**config.mk**
```make
export PLATFORM = sky130hd
export DESIGN_NAME = spi_slave_gen
export DESIGN_NICKNAME = d
export VERILOG_FILES = /design/src/rtl/spi_slave_gen.sv
export SDC_FILE = /design/constraint.sdc
export NUM_CORES = 1
export LEC_CHECK = 0
export BUFFER_PORTS_ARGS = -buffer_cell sky130_fd_sc_hd__buf_4
export CAP_MARGIN = 20
export CORE_MARGIN = 2
export CORE_UTILIZATION = 50
export CTS_CLUSTER_SIZE = 30
export DETAILED_ROUTE_END_ITERATION = 10
export PLACE_DENSITY = 0.75
export SETUP_SLACK_MARGIN = 0.2
export SLEW_MARGIN = 30
export SYNTH_ARGS = -nofsm -noshare
export SYNTH_HDL_FRONTEND = slang
export SYNTH_SLANG_ARGS = --single-unit
```
**constraint.sdc**
```tcl
create_clock -name clk -period 2.54 [get_ports clk]
set_input_delay 0.254 -clock clk [delete_from_list [all_inputs] [get_ports clk]]
set_output_delay 0.254 -clock clk [all_outputs]
set_load 0.01 [all_outputs]
```
**src/rtl/spi_slave_gen.sv**
```systemverilog
// SPI slave for the SPI-to-RAM path: deserialises DATA_W+2 bit command frames
// and serialises the RAM read word back on MISO. Optional SPI_SLAVE_GEN_FRAME_ERR_EN adds frame_err/err_cnt.
module spi_slave_gen #(
    parameter int   DATA_W     = 8,
    parameter int   TX_TIMEOUT = 16,
    parameter logic MISO_IDLE  = 1'b0
) (
    input  logic              clk,
    input  logic              rst_n,
    input  logic              SS_n,
    input  logic              MOSI,
    output logic              MISO,
    output logic [DATA_W+1:0] rx_data,
    output logic              rx_valid,
    input  logic [DATA_W-1:0] tx_data,
    input  logic              tx_valid,
    output logic              busy
`ifdef SPI_SLAVE_GEN_FRAME_ERR_EN
    ,
    output logic              frame_err,
    output logic [7:0]        err_cnt
`endif
);
    localparam int FRAME_W = DATA_W + 2;
    localparam int CW      = $clog2(FRAME_W + 1);
    localparam int WW      = $clog2(TX_TIMEOUT + 1);

    typedef enum logic [2:0] {
        IDLE, CHK_CMD, WRITE, READ_ADD, READ_DATA, READ_WAIT, READ_OUT, DONE
    } state_t;

    state_t             state, state_nxt;
    logic [FRAME_W-1:0] sh, sh_nxt;
    logic [CW-1:0]      cnt, cnt_nxt;
    logic [WW-1:0]      wcnt, wcnt_nxt;
    logic [DATA_W-1:0]  out_reg, out_nxt;
    logic [FRAME_W-1:0] rx_data_nxt;
    logic               rx_valid_nxt;
    logic               rd_addr_seen, seen_nxt;

    always_ff @(posedge clk or negedge rst_n) begin
        if (!rst_n) begin
            state        <= IDLE;
            sh           <= '0;
            cnt          <= '0;
            wcnt         <= '0;
            out_reg      <= '0;
            rx_data      <= '0;
            rx_valid     <= 1'b0;
            rd_addr_seen <= 1'b0;
        end else begin
            state        <= state_nxt;
            sh           <= sh_nxt;
            cnt          <= cnt_nxt;
            wcnt         <= wcnt_nxt;
            out_reg      <= out_nxt;
            rx_data      <= rx_data_nxt;
            rx_valid     <= rx_valid_nxt;
            rd_addr_seen <= seen_nxt;
        end
    end

    always_comb begin
        state_nxt    = state;
        sh_nxt       = sh;
        cnt_nxt      = cnt;
        wcnt_nxt     = wcnt;
        out_nxt      = out_reg;
        rx_data_nxt  = rx_data;
        rx_valid_nxt = 1'b0;
        seen_nxt     = rd_addr_seen;
        // Deselect aborts everything; rd_addr_seen survives so an address frame stays valid.
        if (state != IDLE && SS_n) begin
            state_nxt = IDLE;
        end else begin
            case (state)
                IDLE: if (!SS_n) state_nxt = CHK_CMD;
                CHK_CMD: begin
                    sh_nxt  = FRAME_W'(MOSI);
                    cnt_nxt = CW'(FRAME_W - 1);
                    if (!MOSI)             state_nxt = WRITE;
                    else if (!rd_addr_seen) state_nxt = READ_ADD;
                    else                    state_nxt = READ_DATA;
                end
                WRITE, READ_ADD, READ_DATA: begin
                    sh_nxt  = {sh[FRAME_W-2:0], MOSI};
                    cnt_nxt = cnt - 1'b1;
                    if (cnt == CW'(1)) begin
                        rx_data_nxt  = {sh[FRAME_W-2:0], MOSI};
                        rx_valid_nxt = 1'b1;
                        wcnt_nxt     = '0;
                        case (state)
                            READ_ADD: begin
                                state_nxt = DONE;
                                seen_nxt  = 1'b1;
                            end
                            READ_DATA: state_nxt = READ_WAIT;
                            default:   state_nxt = DONE;
                        endcase
                    end
                end
                READ_WAIT: begin
                    if (tx_valid) begin
                        out_nxt   = tx_data;
                        cnt_nxt   = CW'(DATA_W);
                        state_nxt = READ_OUT;
                    end else if (wcnt == WW'(TX_TIMEOUT - 1)) begin
                        state_nxt = DONE;
                        seen_nxt  = 1'b0;
                    end else begin
                        wcnt_nxt = wcnt + 1'b1;
                    end
                end
                READ_OUT: begin
                    out_nxt = {out_reg[DATA_W-2:0], 1'b0};
                    cnt_nxt = cnt - 1'b1;
                    if (cnt == CW'(1)) begin
                        state_nxt = DONE;
                        seen_nxt  = 1'b0;
                    end
                end
                DONE:    state_nxt = DONE;
                default: state_nxt = IDLE;
            endcase
        end
    end

    assign MISO = (state == READ_OUT) ? out_reg[DATA_W-1] : MISO_IDLE;
    assign busy = (state != IDLE);

`ifdef SPI_SLAVE_GEN_FRAME_ERR_EN
    logic err_evt;
    assign err_evt = (SS_n && (state inside {WRITE, READ_ADD, READ_DATA, READ_WAIT, READ_OUT}))
                   || (!SS_n && state == READ_WAIT && !tx_valid && wcnt == WW'(TX_TIMEOUT - 1));

    always_ff @(posedge clk or negedge rst_n) begin
        if (!rst_n) begin
            frame_err <= 1'b0;
            err_cnt   <= '0;
        end else begin
            frame_err <= err_evt;
            if (err_evt && err_cnt != 8'hFF) err_cnt <= err_cnt + 1'b1;
        end
    end
`endif
endmodule

```
After elaboration in Yosys (flattened, before gate mapping) --
Cells that the tools add are included.
Operators by class: reduce and logical (&&, ||, !) cells 17, add/sub/neg operators 2, multiplexer cells 29, equal/unequal tests 20, bitwise gates (word level) 1
Operators with widths (number):
- 2-to-1 mux 3 bit | 8
- case mux 3 bit (6 select lines) | 1
- case mux 9 bit (2 select lines) | 1
- case mux 8 bit (2 select lines) | 1
- 2-to-1 mux 5 bit | 3
- != test 2 bit (second input constant) | 7
- equality test 3 bit (second input constant) | 4
- case mux 4 bit (3 select lines) | 1
- case mux 5 bit (2 select lines) | 1
- 2-to-1 mux 1 bit | 9
- != test 3 bit (second input constant) | 3
- AND reduction 3 bit | 3
- nonzero test 3 bit | 3
- 2-to-1 mux 8 bit | 1
- AND reduction 7 bit | 1
- equality test 3 x 2 -> 1 bit (second input constant) | 2
- nonzero test 2 bit | 3
- adder 5 x 1 -> 5 bit (second input constant) | 1
- equality test 5 x 4 -> 1 bit (second input constant) | 1
- AND reduction 5 bit | 1
- equality test 4 x 1 -> 1 bit (second input constant) | 1
- 2-to-1 mux 4 bit | 1
- != test 4 bit (second input constant) | 1
- AND reduction 4 bit | 1
- other kinds (10) | 10
Word-level totals: output and inout port bits 13, word-level logic and storage cells 77, register bits 41

Depth between registers and ports, before layout --
depth in word-level cells 5, mapped depth 7

Worst setup path after synthesis --
Ideal clock, no wire load.
path kind register to register, start register wcnt[0], end register wcnt[0], arrival time 2.030 ns, data required time 2.415 ns, cell stages (with the launch flop) 8, path slack 0.385 ns, clock period less this slack 2.155 ns, cell sequence dfrtp_1 ha_1 and3_1 ha_1 or3b_1 a211o_1 o31a_1 mux2_2
On the way: cells in the longest elaborated chain, start to end 4, elaborated cells between the ends (all ways) 7, those cells by class 1 x add/sub; 2 x eq/ne; 3 x mux; 1 x reduce/logical
RTL lines:
- start: declaration | RTL line 35 | logic [WW-1:0] wcnt, wcnt_nxt;
- start signal: assignment | RTL line 55 | wcnt <= wcnt_nxt;
- adder 5 x 1 -> 5 bit | RTL line 111 | wcnt_nxt = wcnt + 1'b1;
- 2-to-1 mux 5 bit | RTL line 107 | end else if (wcnt == WW'(TX_TIMEOUT - 1)) begin
- 2-to-1 mux 5 bit | RTL line 103 | if (tx_valid) begin
- case mux 5 bit (2 select lines) | RTL line 76 | case (state)
Parallel ways exist; a longest one is shown, timed or not. The select of a mux whose other input is x is not followed. A chain may end at the register's enable or synchronous reset.

Worst setup path after layout --
Ends and elaborated chain as after synthesis.

==> reports/metrics.csv <==
metric,value,unit
share of the synthesized area in the top cell type,46.9,%
htree depth,2,
Most common cell on crit path,ha_1,
DIE WIDTH,70.2,um
DRC viols,0,
"Cell Area, Synth",2190,um^2
WP data required,2.72,ns
reg2reg end,wcnt[0],
worst setup path category,reg2reg,
Setup-failing EPs final,0,
cts hold-fix bufs,1,
via count,1621,
DR WL/cell,13.9,um
first-pass GRT wire length,6820,um
outcome,completed,
CP Capture Type,register,
Area after DPL,2440,um^2
Power Density,971,nW/um^2
vias per std cell,5.63,
startpoint types,register,
Syn-to-layout area delta,15.6,%
Cells after Synth,207,
fin area,2530,um^2
Hold Fails Final Rpt,0,
CTS sink cnt,41,
"count leader, synth",dfrtp_1,
library cells used by synthesis,41,
part of the Yosys area used for sequential elements,46.9,%
CP Cell Sequence,ha_1 -> and3_1 -> ha_1 -> or3b_1 -> a211o_1 -> o31a_1 -> mux2_2,
Syn Nets,224,
FMAX,446,MHz
hold depth,3,
ANT cells,0,
Worst Hold Launch,tx_data[0],
DR iter-0 viols,112,
TritonCTS Buffers,5,
register bit total from synthesis,41,
worst reg2reg path startpoint,wcnt[0],
dpl hpwl,2730,um
# Post-CTS Setup Buffers,0,
top_reg_cell synth,dfrtp_1,
slew of the pin with the lowest slew margin,0.612,ns
GRT Util Overall,17.6,%
initial antenna violation count,0,
RSZ-0062 raised after global routing,false,
Worst EP arrival,2.42,ns
Initial Utilization,51.0,%
Die Height,70.2,um
final setup TNS,0,ns
Syn Area/Cell,10.6,um^2
# resized after CTS,0,
Final Cycle Share,88.3,%
share of cells above drive strength 1,22.9,%
worst-skew pair later-pin latency,0.29,ns
DR pass1 iterations,6,
fin crit period,2.24,ns
Rows,24,
"Slowest-stage cell, CP",or3b_1,
max incr delay on CP,0.42,ns
Synth warnings,0,
Post-synth ARST share,100,%
final total power,2.46,mW
largest net degree at the start of global routing,42,
final cell utilization of the core,58.9,%
Synth area leaders,"dfrtp_1, mux2i_1, mux2_2",
CTS tree,done,
max cap viols,0,
Leakage,1.25,nW
number of global-route vias before repair,1459,
CTS max path bufs,2,
GRT Residual Overflow,0,
Port Buffer Count,25,
CP max FO,4,
total core area,4290,um^2
min-delay worst type,in2reg,
io pins,26,
Post-synth EDFFs,0,
Root Driver,clkbuf_8,
Post-Route WL,4010,um
clock-pin slew on the worst setup and hold paths,0.07,ns
worst r2r path cells,7,
largest area contributor in the netlist,dfrtp_1,
worst rel slew slack,59.2,%
final net count,252,
fin. max-slew vios,0,
Post-Route Skew,0.00860,ns
Largest register FFs,10,
Post-synth top cells,"dfrtp_1, a21oi_1, mux2i_1, nor2_1, nor2b_1",
reg2reg setup slack,0.30,ns
Worst Hold Path EP,out_reg[0],
DIE AREA,4920,um^2
RePlAce Congestion,0.774,
Worst VDD drop,0.000452,V
post-route ant nets,0,
==> worst max-delay path: cells and delay by family (launching register included) <==
family                   cells  cell delay (ns)
AND/OR/NAND/NOR              2             0.60
multiplexers                 1             0.27
AO/OA/AOI/OAI                2             0.44
adder cells (fa/ha/maj)      2             0.42
flip-flops                   1             0.40
==> kinds of logic after synthesis <==
kind of cell	Yosys count	share of synthesized area (%)
AOI/OAI and AO/OA	56	18.9
muxes	28	13.5
buffers and inverters	21	3.83
and+or+nand+nor	54	13.4
xor gates and xnor gates	3	1.20
adders and majority gates	4	2.29
DFF	41	46.9
==> stage by stage <==
step	std cells	hold WS (ns)	worst slack, ns
4_1_cts	288	0.178	0.298
3_3_place_gp	279	0.270	0.333
5_1_grt	288	0.189	0.219
3_5_place_dp	279	0.271	0.301
2_1_floorplan	207	-0.0416	0.385
6_report	288	0.188	0.298
==> area by class of cell <==
| type | instances | area (um^2) |
|---|---|---|
| well taps | 52 | 65.1 |
| clock buffers | 6 | 72.6 |
| clock inverters | 2 | 10.0 |
| flip-flops and latches | 41 | 1030 |
| inverters | 11 | 41.3 |
| multi-input cells | 145 | 1080 |
| fillers | 368 | 1770 |
| repair buffers | 31 | 235 |
==> worst max-delay path by stage <==
stage	from	endpoint	slack, ns
after floorplan	wcnt[0]	wcnt[0]	0.39
after global placement	wcnt[0]	wcnt[0]	0.33
after CTS	wcnt[0]	wcnt[0]	0.30
final	wcnt[0]	wcnt[0]	0.30
after detailed placement	wcnt[0]	wcnt[0]	0.30
after global routing	wcnt[0]	wcnt[0]	0.22
==> layer usage <==
layer	track usage (%)	vias up	wire (um)
met4	7.05	0	36
met5	0	-	0
met1	24.3	784	1950
met2	26.5	30	1860
li1	-	805	-
met3	4.76	2	157
==> where the power goes <==
part / leakage [nW] / total, mW / switching [mW] / internal [mW]
logic: 0.685 / 0.939 / 0.432 / 0.507
clock network: 0.0450 / 0.411 / 0.221 / 0.191
registers: 0.523 / 1.10 / 0.217 / 0.888
==> cell usage in the layout (no fill, tap or decap), types with 3 or more instances in the layout <==
cell | netlist | layout
mux2i_1 | 16 | 16
a221oi_1 | 8 | 8
a21o_1 | 8 | 8
nor2_1 | 15 | 15
nand2b_1 | 4 | 4
nand3_1 | 3 | 3
nor2b_1 | 13 | 13
nor3_1 | 5 | 5
o21ai_0 | 4 | 4
a22o_1 | 3 | 3
ha_1 | 4 | 4
buf_4 | 0 | 30
a211oi_1 | 3 | 3
mux2_2 | 11 | 11
clkbuf_8 | 0 | 5
dfrtp_1 | 41 | 41
nand2_1 | 4 | 4
inv_1 | 10 | 10
and3_1 | 3 | 3
a21oi_1 | 18 | 18
(Power assumes the default switching activity.)
